===== config.mk =====
export PLATFORM = sky130hd
export DESIGN_NAME = stack_engine_flat
export DESIGN_NICKNAME = d
export VERILOG_FILES = /design/src/rtl/stack_engine_pkg.sv /design/src/rtl/stack_engine_if.sv /design/src/rtl/stack_engine.sv /design/src/flat_wrapper.sv
export SDC_FILE = /design/constraint.sdc
export NUM_CORES = 1
export LEC_CHECK = 0
export BUFFER_PORTS_ARGS = -buffer_cell sky130_fd_sc_hd__buf_2
export CORE_ASPECT_RATIO = 0.6
export CORE_MARGIN = 2
export CORE_UTILIZATION = 53
export DETAILED_ROUTE_END_ITERATION = 7
export PLACE_DENSITY = 0.8
export SLEW_MARGIN = 20
export SYNTH_ARGS = -nofsm -noshare
export SYNTH_HDL_FRONTEND = slang
export SYNTH_SLANG_ARGS = --single-unit

===== constraint.sdc =====
create_clock -name ph1 -period 2.8 [get_ports ph1]
set_input_delay 0.28 -clock ph1 [delete_from_list [all_inputs] [get_ports ph1]]
set_output_delay 0.28 -clock ph1 [all_outputs]
set_load 0.03 [all_outputs]

===== src/rtl/stack_engine_pkg.sv =====
// ============================================================================
// Module      : stack_pkg
// Description : Shared opcodes, FSM states and page constant for stack_engine.
// Revision    : 1.0
// ============================================================================
`default_nettype none

package stack_pkg;

  localparam logic [7:0] STACK_PAGE = 8'h01;

  typedef enum logic [1:0] {
    OP_NOP    = 2'd0,
    OP_PUSH   = 2'd1,
    OP_PULL   = 2'd2,
    OP_LOADSP = 2'd3
  } op_e;

  typedef enum logic [2:0] {
    IDLE      = 3'd0,
    PUSH      = 3'd1,
    PULL_ADDR = 3'd2,
    PULL_LAST = 3'd3,
    DONE      = 3'd4
  } state_e;

  // A zero length request behaves like a single-byte access.
  function automatic logic [1:0] eff_len(input logic [1:0] len);
    return (len == 2'd0) ? 2'd1 : len;
  endfunction

endpackage

`default_nettype wire


===== src/rtl/stack_engine_if.sv =====
// ============================================================================
// Module      : stack_engine_if
// Description : Command, response and page-1 memory bus of the stack engine.
// Revision    : 1.0
// ============================================================================
`default_nettype none

interface stack_engine_if;
  import stack_pkg::*;

  logic        cmd_valid;
  logic        cmd_ready;
  op_e         cmd_op;
  logic [1:0]  cmd_len;
  logic [23:0] cmd_wdata;
  logic [7:0]  cmd_sp;
  logic        rsp_done;
  logic [23:0] rsp_rdata;
  logic [7:0]  sp;
  logic        mem_req;
  logic        mem_we;
  logic [15:0] mem_addr;
  logic [7:0]  mem_wdata;
  logic [7:0]  mem_rdata;

  modport master (
    output cmd_valid, cmd_op, cmd_len, cmd_wdata, cmd_sp, mem_rdata,
    input  cmd_ready, rsp_done, rsp_rdata, sp, mem_req, mem_we, mem_addr, mem_wdata
  );

  modport slave (
    input  cmd_valid, cmd_op, cmd_len, cmd_wdata, cmd_sp, mem_rdata,
    output cmd_ready, rsp_done, rsp_rdata, sp, mem_req, mem_we, mem_addr, mem_wdata
  );

endinterface

`default_nettype wire


===== src/rtl/stack_engine.sv =====
// ============================================================================
// Module      : stack_engine
// Description : 6502 stack pointer owner; multi-byte push/pull on page 1.
//               Optional sticky wrap flag built with STACK_WRAP_DETECT_EN.
// Revision    : 1.0
// ============================================================================
`default_nettype none

module stack_engine
  import stack_pkg::*;
#(
  parameter logic [7:0] SP_RESET = 8'hFF
) (
  input  logic        ph1,
  input  logic        reset,
  stack_engine_if.slave bus
`ifdef STACK_WRAP_DETECT_EN
  ,
  output logic        sp_fault
`endif
);

  state_e      state;
  logic [7:0]  s;
  logic [1:0]  cnt;
  logic [1:0]  cap;
  logic        pend;
  logic [15:0] wbuf;
  logic        cmd_ready;
  logic        rsp_done;
  logic [23:0] rsp_rdata;
  logic        mem_req;
  logic        mem_we;
  logic [15:0] mem_addr;
  logic [7:0]  mem_wdata;
  logic        accept;

  assign accept        = (state == IDLE) && bus.cmd_valid && cmd_ready;
  assign bus.cmd_ready = cmd_ready;
  assign bus.rsp_done  = rsp_done;
  assign bus.rsp_rdata = rsp_rdata;
  assign bus.sp        = s;
  assign bus.mem_req   = mem_req;
  assign bus.mem_we    = mem_we;
  assign bus.mem_addr  = mem_addr;
  assign bus.mem_wdata = mem_wdata;

  always_ff @(posedge ph1) begin
    if (reset) begin
      state     <= IDLE;
      s         <= SP_RESET;
      cnt       <= 2'd0;
      cap       <= 2'd0;
      pend      <= 1'b0;
      wbuf      <= 16'h0000;
      cmd_ready <= 1'b1;
      rsp_done  <= 1'b0;
      rsp_rdata <= 24'h000000;
      mem_req   <= 1'b0;
      mem_we    <= 1'b0;
      mem_addr  <= {STACK_PAGE, 8'h00};
      mem_wdata <= 8'h00;
    end else begin
      case (state)
        IDLE: begin
          if (accept) begin
            cmd_ready <= 1'b0;
            rsp_rdata <= 24'h000000;
            cap       <= 2'd0;
            pend      <= 1'b0;
            cnt       <= eff_len(bus.cmd_len);
            case (bus.cmd_op)
              OP_PUSH: begin
                state     <= PUSH;
                mem_req   <= 1'b1;
                mem_we    <= 1'b1;
                mem_addr  <= {STACK_PAGE, s};
                mem_wdata <= bus.cmd_wdata[23:16];
                wbuf      <= bus.cmd_wdata[15:0];
              end
              OP_PULL: begin
                state    <= PULL_ADDR;
                mem_req  <= 1'b1;
                mem_we   <= 1'b0;
                mem_addr <= {STACK_PAGE, s + 8'd1};
              end
              OP_LOADSP: begin
                s        <= bus.cmd_sp;
                state    <= DONE;
                rsp_done <= 1'b1;
              end
              default: begin
                state    <= DONE;
                rsp_done <= 1'b1;
              end
            endcase
          end
        end
        PUSH: begin
          s <= s - 8'd1;
          if (cnt > 2'd1) begin
            cnt       <= cnt - 2'd1;
            mem_addr  <= {STACK_PAGE, s - 8'd1};
            mem_wdata <= wbuf[15:8];
            wbuf      <= {wbuf[7:0], 8'h00};
          end else begin
            state    <= DONE;
            mem_req  <= 1'b0;
            mem_we   <= 1'b0;
            rsp_done <= 1'b1;
          end
        end
        PULL_ADDR: begin
          s    <= s + 8'd1;
          pend <= 1'b1;
          // Data for the previous read arrives while the next one is issued.
          if (pend) begin
            rsp_rdata[{cap, 3'b000} +: 8] <= bus.mem_rdata;
            cap <= cap + 2'd1;
          end
          if (cnt > 2'd1) begin
            cnt      <= cnt - 2'd1;
            mem_addr <= {STACK_PAGE, s + 8'd2};
          end else begin
            state   <= PULL_LAST;
            mem_req <= 1'b0;
          end
        end
        PULL_LAST: begin
          rsp_rdata[{cap, 3'b000} +: 8] <= bus.mem_rdata;
          state    <= DONE;
          rsp_done <= 1'b1;
        end
        DONE: begin
          rsp_done  <= 1'b0;
          cmd_ready <= 1'b1;
          state     <= IDLE;
        end
        default: begin
          state     <= IDLE;
          rsp_done  <= 1'b0;
          cmd_ready <= 1'b1;
          mem_req   <= 1'b0;
        end
      endcase
    end
  end

`ifdef STACK_WRAP_DETECT_EN
  logic fault;
  assign sp_fault = fault;

  always_ff @(posedge ph1) begin
    if (reset) begin
      fault <= 1'b0;
    end else if (accept && (bus.cmd_op == OP_LOADSP)) begin
      fault <= 1'b0;
    end else if ((state == PUSH && s == 8'h00) || (state == PULL_ADDR && s == 8'hFF)) begin
      fault <= 1'b1;
    end
  end
`endif

endmodule

`default_nettype wire


===== src/flat_wrapper.sv =====
// flat-port wrapper written by rule: the top's interface ports become plain ports
module stack_engine_flat import stack_pkg::*;
#(
  parameter logic [7:0] SP_RESET = 8'hFF
)
  (ph1, reset, bus_cmd_valid, bus_cmd_op, bus_cmd_len, bus_cmd_wdata, bus_cmd_sp, bus_mem_rdata, bus_cmd_ready, bus_rsp_done, bus_rsp_rdata, bus_sp, bus_mem_req, bus_mem_we, bus_mem_addr, bus_mem_wdata);
  stack_engine_if bus_i ();
  input  logic ph1;
  input  logic reset;
  input wire logic [$bits(bus_i.cmd_valid)-1:0] bus_cmd_valid;
  input wire logic [$bits(bus_i.cmd_op)-1:0] bus_cmd_op;
  input wire logic [$bits(bus_i.cmd_len)-1:0] bus_cmd_len;
  input wire logic [$bits(bus_i.cmd_wdata)-1:0] bus_cmd_wdata;
  input wire logic [$bits(bus_i.cmd_sp)-1:0] bus_cmd_sp;
  input wire logic [$bits(bus_i.mem_rdata)-1:0] bus_mem_rdata;
  output wire logic [$bits(bus_i.cmd_ready)-1:0] bus_cmd_ready;
  output wire logic [$bits(bus_i.rsp_done)-1:0] bus_rsp_done;
  output wire logic [$bits(bus_i.rsp_rdata)-1:0] bus_rsp_rdata;
  output wire logic [$bits(bus_i.sp)-1:0] bus_sp;
  output wire logic [$bits(bus_i.mem_req)-1:0] bus_mem_req;
  output wire logic [$bits(bus_i.mem_we)-1:0] bus_mem_we;
  output wire logic [$bits(bus_i.mem_addr)-1:0] bus_mem_addr;
  output wire logic [$bits(bus_i.mem_wdata)-1:0] bus_mem_wdata;
  assign bus_i.cmd_valid = bus_cmd_valid;
  assign bus_i.cmd_op = bus_cmd_op;
  assign bus_i.cmd_len = bus_cmd_len;
  assign bus_i.cmd_wdata = bus_cmd_wdata;
  assign bus_i.cmd_sp = bus_cmd_sp;
  assign bus_i.mem_rdata = bus_mem_rdata;
  assign bus_cmd_ready = bus_i.cmd_ready;
  assign bus_rsp_done = bus_i.rsp_done;
  assign bus_rsp_rdata = bus_i.rsp_rdata;
  assign bus_sp = bus_i.sp;
  assign bus_mem_req = bus_i.mem_req;
  assign bus_mem_we = bus_i.mem_we;
  assign bus_mem_addr = bus_i.mem_addr;
  assign bus_mem_wdata = bus_i.mem_wdata;
  stack_engine #(.SP_RESET(SP_RESET)) u_core (.ph1(ph1), .reset(reset), .bus(bus_i));
endmodule

==> run metrics <==
status=finished clean; unique cell type count in the Yosys netlist=68; combinational group share of total power=0.251; number of top-level pins=roughly 110; Hold Path Stages=2; post-synthesis instance area=slightly above 4000 um^2; Antenna Violating Nets Remaining=0; Critical Path RT=~3.0 ns; max-slew violations=0; antenna violations before repair=1; Max-cap violations=0; Die Area=8340 um^2; logic depth of the worst register-to-register path=4; commonest non-fill, non-tap cells in the layout=sky130_fd_sc_hd__buf_2 (98), sky130_fd_sc_hd__dfxtp_1 (76), sky130_fd_sc_hd__nor2_1 (61); number of flops mapped to enable cells by yosys=0; first-pass GRT wire length=around 18000 um; clock share of power=0.373; Via density=roughly 5.8; biggest area contributors in the synthesized netlist=sky130_fd_sc_hd__dfxtp_1 (38%), sky130_fd_sc_hd__nor2_1 (5.7%), sky130_fd_sc_hd__a311oi_2 (5.2%), sky130_fd_sc_hd__nand2_1 (5.2%), sky130_fd_sc_hd__a22o_1 (3.7%); part of the total power dissipated in sequential elements=0.376; drc violations=0; nets@finish=between 600 and 700; cell taking the most area after synthesis=sky130_fd_sc_hd__dfxtp_1; power density over cell area=around 690 nW/um^2; First-pass DRT Iterations=5; setup repair after global routing missed its margin=no; total internal power=roughly 2.2 mW; Core Footprint=7330 um^2; total CTS buffers=9; global-route usage over all layers=0.271; portion of synthesized cell area occupied by the leading cell type=0.378; commonest non-fill, non-tap cell in the layout=sky130_fd_sc_hd__buf_2; switching fraction of total power=0.324; maximum frequency from static timing analysis=422 MHz; post-route minimum period=2.37 ns; number of hold buffers added after cts=0; remaining global-route overflow=0; VDD IR max=about 360 uV; normalized max-slew margin=0.407; clock tree from TritonCTS=yes; die outline height=71.5 um; FF+latch count, synth=76; Setup-failing EPs final=0; area growth from synthesis to final layout=19.5%; Synth async-reset ratio=0; count of standard-cell rows=24; Resize count post-CTS=0; total routed wirelength=roughly 11000 um; ys flop type=sky130_fd_sc_hd__dfxtp_1; Final TNS setup=0 ns; post-CTS setup-driven buffer insertion count=0; Inserted Diodes=0; critical path start-end classification=flip-flop to flip-flop; Clock Tree Buf Depth=2; Iter 0 DRT Violations=471; peak fanout along the critical path=17; period utilization=0.847; post-detailed-route wirelength per cell=between 15 and 20 um; Clock Sink Count=76; share of the yosys chip area belonging to registers=0.378; Final HPWL DP=just under 8000 um; H-tree lvl count=3; LEAKAGE=2.04 nW; Min-Delay Path Class=primary input to flip-flop; number of instances in the synthesized netlist=around 470; initial cell density of the core=0.550; via count of the first global-routing pass=between 3k and 4k; slew at the pin closest to its max-slew limit=around 0.9 ns; insertion delay of the later-clocked pin in the worst-skew pair=between 0.3 and 0.4 ns; clk_skew=about 0.0034 ns; routability-driven placement congestion ratio=around 0.9; CTS clk-pin slew, worst paths=about 0.060 ns; largest net degree at the start of global routing=35; warnings from Yosys=0; worst-case hold slack=0.189 ns; number of buffer cells added on primary ports=a little under 100; mean instance size in the synthesized netlist=around 8.6 um^2; final hold vios=0; switching power summed over all nets=1.07 mW; kind of capture point of the worst setup path=flip-flop; via count=about 3.8k; cell at the root of the clock tree=sky130_fd_sc_hd__clkbuf_16; share of layout cells above drive strength 1=0.276; Chip Width=117 um; critical path arrival=2.61 ns; Filler Cell Count=651; startpoint types=flip-flop
[cell usage after synthesis (6+ instances only)]
master,count
sky130_fd_sc_hd__a311oi_1,6
sky130_fd_sc_hd__dfxtp_1,76
sky130_fd_sc_hd__o21ai_0,24
sky130_fd_sc_hd__nand2_1,56
sky130_fd_sc_hd__nor2_1,61
sky130_fd_sc_hd__a311oi_2,14
sky130_fd_sc_hd__ha_1,11
sky130_fd_sc_hd__buf_4,12
sky130_fd_sc_hd__a21oi_1,21
sky130_fd_sc_hd__a22oi_1,19
sky130_fd_sc_hd__nand3_1,6
sky130_fd_sc_hd__clkbuf_1,17
sky130_fd_sc_hd__buf_2,11
sky130_fd_sc_hd__a22o_1,17
sky130_fd_sc_hd__a211oi_1,6
sky130_fd_sc_hd__nor3_1,7
sky130_fd_sc_hd__inv_1,15
[state kept, by name (all words and copies together), names as in the netlist, 2 cells and up]
| signal | cells |
|---|---|
| u_core.bus.rsp_rdata | 24 |
| u_core.wbuf | 16 |
| u_core.bus.mem_addr | 8 |
| u_core.bus.mem_wdata | 8 |
| u_core.bus.sp | 8 |
| u_core.state | 3 |
| u_core.cap | 2 |
| u_core.cnt | 2 |
[final timing paths]
path                         endpoint                 from  slack (ns)
max            u_core.bus.mem_addr[6]      u_core.state[1]        0.43
min          u_core.bus.rsp_rdata[17]     bus_mem_rdata[1]        0.19
max reg2reg    u_core.bus.mem_addr[6]      u_core.state[1]        0.43
min reg2reg       u_core.bus.rsp_done  u_core.bus.rsp_done        0.47
[area by class of cell]
cell class	instances	area (um^2)	share of cell area
clock inverters	2	38.8	0.00806
inverters	15	56.3	0.0117
clock buffers	14	284	0.0590
flip-flops and latches	76	1520	0.316
repair buffers	106	551	0.114
well taps	104	130	0.0270
multi-input cells	342	2230	0.464
[kinds of logic after synthesis]
family	count (synthesis)	synth area share
compound gates	148	0.286
xor+xnor	7	0.0152
fa+ha+maj	11	0.0342
buf+inv	59	0.0752
flops	76	0.378
mux	3	0.00776
other cells	2	0.00186
simple gates	165	0.202
[routing by layer]
metal / global-route usage / routed length, um / up-vias
li1: - / - / 1854
met1: 0.399 / 5240 / 1754
met2: 0.366 / 4350 / 209
met3: 0.103 / 1160 / 18
met4: 0.0824 / 123 / 2
met5: 0 / 13 / -
[power by group through the flow]
| stage | registers, mW | logic [mW] | clock network, mW |
|---|---|---|---|
| final | 1.24 | 0.829 | 1.23 |
| after CTS | 1.24 | 0.814 | 1.26 |
| after detailed placement | 1.26 | 0.808 | 0 |
| after floorplan | 1.32 | 0.539 | 0 |
| after global placement | 1.26 | 0.799 | 0 |
| after global routing | 1.25 | 0.906 | 1.30 |
[critical path: stages, from the launching register on]
cell and delay [ns]:
sky130_fd_sc_hd__dfxtp_1 0.66, sky130_fd_sc_hd__nor3b_2 0.82, sky130_fd_sc_hd__o21ai_0 0.25, sky130_fd_sc_hd__a31o_1 0.29, sky130_fd_sc_hd__a211oi_1 0.25
[stage by stage]
step | instance area, um^2 | setup WS (ns) | power, mW | instances | utilization
floorplan | 4050 | 0.495 | 1.86 | 477 | -
global placement | 4490 | 0.691 | 2.06 | 643 | 0.613
detailed placement | 4490 | 0.545 | 2.07 | 643 | 0.613
CTS | 4810 | 0.521 | 3.31 | 659 | 0.657
global route | 4810 | 0.232 | 3.46 | 659 | 0.657
finish | 4810 | 0.430 | 3.30 | 659 | 0.657
Note: power is estimated with default switching activity, not from simulation.
